**src/rtl/demux_stream_1ton_pkg.sv**
```systemverilog
// Shared definitions for the 1-to-N stream demux: packet FSM states and drop counter width.
package demux_stream_1ton_pkg;

    localparam int unsigned DROP_CNT_W = 8;

    typedef enum logic {
        ST_IDLE   = 1'b0,
        ST_IN_PKT = 1'b1
    } pkt_state_e;

endpackage

```
**src/rtl/demux_stream_1ton_slot.sv**
```systemverilog
// One-entry registered valid/ready buffer; drains and refills in the same cycle.
module demux_stream_1ton_slot #(
    parameter int unsigned W = 9
) (
    input  logic         clk,
    input  logic         rst,
    input  logic         wr_en,
    input  logic [W-1:0] wr_data,
    output logic         free,
    output logic         out_valid,
    input  logic         out_ready,
    output logic [W-1:0] out_data
);

    assign free = !out_valid || out_ready;

    // Writer only asserts wr_en while free, so a write always wins over a drain.
    always_ff @(posedge clk) begin
        if (rst) begin
            out_valid <= 1'b0;
            out_data  <= '0;
        end else if (wr_en) begin
            out_valid <= 1'b1;
            out_data  <= wr_data;
        end else if (out_ready) begin
            out_valid <= 1'b0;
        end
    end

endmodule

```
**src/rtl/demux_stream_1ton.sv**
```systemverilog
// Routes a valid/ready stream to one of NCH buffered outputs, with optional per-packet route
// locking; beats selecting a nonexistent channel are accepted, discarded and counted.
module demux_stream_1ton
    import demux_stream_1ton_pkg::*;
#(
    parameter int unsigned DATA_W   = 8,
    parameter int unsigned NCH      = 4,
    parameter int unsigned SEL_W    = 2,
    parameter bit          PKT_MODE = 1'b1
) (
    input  logic                    clk,
    input  logic                    rst,
    input  logic                    in_valid,
    output logic                    in_ready,
    input  logic [DATA_W-1:0]       in_data,
    input  logic                    in_last,
    input  logic [SEL_W-1:0]        in_sel,
    output logic [NCH-1:0]          out_valid,
    input  logic [NCH-1:0]          out_ready,
    output logic [NCH*DATA_W-1:0]   out_data,
    output logic [NCH-1:0]          out_last,
    output logic                    drop_pulse,
    output logic [DROP_CNT_W-1:0]   drop_cnt
);

    localparam logic [SEL_W:0] NCH_CMP = (SEL_W+1)'(NCH);

    pkt_state_e       state, state_nxt;
    logic [SEL_W-1:0] route_q, route_nxt, route;
    logic             in_range, route_free, accept, drop;
    logic [NCH-1:0]   slot_free, slot_wr;

    always_comb begin
        route = (!PKT_MODE || state == ST_IDLE) ? in_sel : route_q;
    end

    always_comb begin
        in_range   = ({1'b0, route} < NCH_CMP);
        route_free = 1'b0;
        for (int unsigned k = 0; k < NCH; k++) begin
            if (route == SEL_W'(k)) route_free = slot_free[k];
        end
        in_ready = in_range ? route_free : 1'b1;
        accept   = in_valid && in_ready;
        drop     = accept && !in_range;
        for (int unsigned k = 0; k < NCH; k++) begin
            slot_wr[k] = accept && in_range && (route == SEL_W'(k));
        end
    end

    // Out-of-range selects are latched too, so the remainder of such a packet is dropped.
    always_comb begin
        state_nxt = state;
        route_nxt = route_q;
        if (PKT_MODE && accept) begin
            unique case (state)
                ST_IDLE: begin
                    if (!in_last) begin
                        state_nxt = ST_IN_PKT;
                        route_nxt = in_sel;
                    end
                end
                ST_IN_PKT: begin
                    if (in_last) state_nxt = ST_IDLE;
                end
                default: state_nxt = ST_IDLE;
            endcase
        end
    end

    always_ff @(posedge clk) begin
        if (rst) begin
            state   <= ST_IDLE;
            route_q <= '0;
        end else begin
            state   <= state_nxt;
            route_q <= route_nxt;
        end
    end

    always_ff @(posedge clk) begin
        if (rst) begin
            drop_pulse <= 1'b0;
            drop_cnt   <= '0;
        end else begin
            drop_pulse <= drop;
            if (drop && drop_cnt != '1) drop_cnt <= drop_cnt + 1'b1;
        end
    end

    for (genvar k = 0; k < NCH; k++) begin : g_slot
        logic [DATA_W:0] slot_q;

        demux_stream_1ton_slot #(
            .W(DATA_W + 1)
        ) u_slot (
            .clk       (clk),
            .rst       (rst),
            .wr_en     (slot_wr[k]),
            .wr_data   ({in_last, in_data}),
            .free      (slot_free[k]),
            .out_valid (out_valid[k]),
            .out_ready (out_ready[k]),
            .out_data  (slot_q)
        );

        assign out_data[k*DATA_W +: DATA_W] = slot_q[DATA_W-1:0];
        assign out_last[k]                  = slot_q[DATA_W];
    end

endmodule
```
**config.mk**
```make
export PLATFORM = sky130hd
export DESIGN_NAME = demux_stream_1ton
export DESIGN_NICKNAME = d
export VERILOG_FILES = /design/src/rtl/demux_stream_1ton_pkg.sv /design/src/rtl/demux_stream_1ton_slot.sv /design/src/rtl/demux_stream_1ton.sv
export SDC_FILE = /design/constraint.sdc
export NUM_CORES = 1
export LEC_CHECK = 0
export BUFFER_PORTS_ARGS = -buffer_cell sky130_fd_sc_hd__buf_4
export CORE_MARGIN = 5
export CORE_UTILIZATION = 50
export DETAILED_ROUTE_END_ITERATION = 8
export PLACE_DENSITY = 0.92
export SLEW_MARGIN = 20
export SYNTH_ARGS = -nofsm -noshare
export SYNTH_HDL_FRONTEND = slang
export SYNTH_SLANG_ARGS = --single-unit
export TNS_END_PERCENT = 20
```
**constraint.sdc**
```tcl
create_clock -name clk -period 2.43 [get_ports clk]
set_input_delay 0.3645 -clock clk [delete_from_list [all_inputs] [get_ports clk]]
set_output_delay 0.3645 -clock clk [all_outputs]
set_load 0.03 [all_outputs]
```
==> flow_metrics.env <==
export IMPL_setup_tns_ns=0
export IMPL_grt_max_degree=46
export IMPL_routedWlPerCell_um=14.0
export IMPL_p_total_w=0.00139
export IMPL_path_class="register to output pin"
export IMPL_dpl_cell_area_um2=2190
export IMPL_rows=21
export IMPL_ys_types=23
export IMPL_cp_max_fo=6
export IMPL_endpoint_kind="output pin"
export IMPL_finalSetupViolations=0
export IMPL_rsz0062_at_grt="false"
export IMPL_start_util=0.528
export IMPL_drt_drc_violations_left=0
export IMPL_cts_sinks=43
export IMPL_nFillCells=295
export IMPL_max_freq_mhz=458
export IMPL_grt_antenna_before_repair=0
export IMPL_final_cells=275
export IMPL_crit_chain="mux2i_2, mux2i_1, mux2i_1, buf_4"
export IMPL_worst_pin_slew_ns=0.670
export IMPL_wl_um=3840
export IMPL_drive_above_1_share=0.319
export IMPL_vias=1341
export IMPL_hold_path_class="input port to register"
export IMPL_p_leak_nw=1.22
export IMPL_track_usage=0.161
export IMPL_drt_iter0_drc=82
export IMPL_worstSetupStartpointType="register"
export IMPL_seq_area_frac_synth=0.481
export IMPL_fin_nets=247
export IMPL_path_clk_slew_ns=0.12
export IMPL_final_common_cell="buf_4"
export IMPL_hold_viol=0
export IMPL_finalClockSkew_ns=0.00524
export IMPL_synth_area_um2=1790
export IMPL_dpl_cell_count=268
export IMPL_cap_violations=0
export IMPL_grt_pass1_wl_um=6320
export IMPL_post_route_cell_area_um2=2240
export IMPL_required_ns=2.07
export IMPL_postRouteAntennaNets=0
export IMPL_post_cts_buffers=0
export IMPL_ys_seq_elements=43
export IMPL_grt_ovfl_total=0
export IMPL_cts_resized=0
export IMPL_fin_crit_ns=2.18
export IMPL_vias_per_cell=4.88
export IMPL_cts_hold_buffers=0
export IMPL_diodes=0
export IMPL_worstPathArrival_ns=1.82
export IMPL_cpPeakStageDelay_ns=0.47
export IMPL_cts_htree_levels=2
export IMPL_avgSynthCellArea_um2=10.2
export IMPL_clkLatencyLatePin_ns=0.35
export IMPL_yosysWarnings=0
export IMPL_place_port_buffers=58
export IMPL_core_area_um2=3390
export IMPL_routabilityCongestion=0.765
export IMPL_die_h_um=69.8
export IMPL_area_growth_pct=25.4
export IMPL_peakVddDrop_mv=0.351
export IMPL_dr_pass1_iters=4
export IMPL_layout_common_cells="buf_4 (62), dfxtp_1 (43), mux2i_1 (42)"
export IMPL_period_share=0.898
export IMPL_dieArea_um2=4880
export IMPL_ios=68
export IMPL_die_x_um=69.8
export IMPL_timing_critical_path_mode_cell="mux2i_1"
export IMPL_power_density_nw_per_um2=620
export IMPL_dp_final_hpwl_um=2840
export IMPL_cts_root_buf="clkbuf_4"
export IMPL_synth_cells=175
export IMPL_cts_inserted_buffers=5
export IMPL_clockBufferDepth=2
export IMPL_slew_headroom=0.551
export IMPL_slew_viol_final=0
export IMPL_cts_tree="built"
export IMPL_grt_pass1_vias=1321
export IMPL_status="complete, no violations"
export IMPL_slowest_stage="dfxtp_1"
## critical path, delay by kind of cell (launching register included)
kind	cells	cell delay, ns
buffers and inverters	1	0.18
muxes	3	0.83
DFF	1	0.47
## flip-flops by register name, summed over array words and instances, names as in the netlist
signal,cells
state,1
route_q,2
g_slot.u_slot.out_valid,4
g_slot.u_slot.out_data,36
## power by group
part           switching (W)  internal (W)  leakage (nW)
Clock               0.000216      0.000134        0.0341
Sequential         0.0000198      0.000738         0.350
Combinational       0.000169      0.000115         0.837
## cell usage after synthesis, drive strengths merged
library cell,number,area [µm²]
nand2b,7,43.8
clkbuf,4,15.0
o22ai,1,6.26
dfxtp,43,861
nand4,2,12.5
nor3,1,5.00
nand4b,2,17.5
nor2,38,143
conb,1,3.75
mux2,3,41.3
and2,1,6.26
buf,19,140
a21oi,5,25.0
o2bb2ai,1,15.0
nor3b,1,7.51
nand2,2,7.51
nor2b,1,6.26
mux2i,43,434
## logic make-up after synthesis
family | after synthesis | share of synthesized area
mux | 46 | 0.266
other cells | 1 | 0.00209
buf+inv | 23 | 0.0866
compound gates | 7 | 0.0259
simple gates | 55 | 0.139
flops | 43 | 0.481
## worst paths after layout
kind / startpoint / endpoint / slack, ns / cells after the start
setup / recovery: state / in_ready / 0.25 / 4
hold / removal: in_data[4] / g_slot[1].u_slot.out_data[4] / 0.27 / 3
setup reg to reg: state / g_slot[3].u_slot.out_data[6] / 0.53 / 4
hold reg to reg: g_slot[0].u_slot.out_data[8] / g_slot[0].u_slot.out_data[8] / 0.51 / 2
## layout make-up
type                       instances  area [µm²]  area share
sequential                        43         861       0.384
multi-input combinational        117         805       0.358
timing repair buffer              62         465       0.207
tap                               46        57.6      0.0256
clock buffer                       6        51.3      0.0229
clock inverter                     1        5.00     0.00223
## metrics by stage
| stage | setup WS [ns] | hold slack [ns] | util |
|---|---|---|---|
| global placement | 0.658 | 0.477 | 0.646 |
| finish | 0.248 | 0.269 | 0.662 |
| CTS | 0.259 | 0.258 | 0.662 |
| global route | 0.148 | 0.277 | 0.662 |
| floorplan | 0.655 | 0.461 | - |
| detailed placement | 0.579 | 0.486 | 0.646 |
## per-layer routing
metal / GRT usage / up-vias / wire (µm)
met1: 0.191 / 621 / 1620
met3: 0.0710 / 7 / 353
met5: 0 / - / 0
li1: - / 669 / -
met2: 0.253 / 44 / 1800
met4: 0.0638 / 0 / 64
Power figures use the tool's default switching activity.
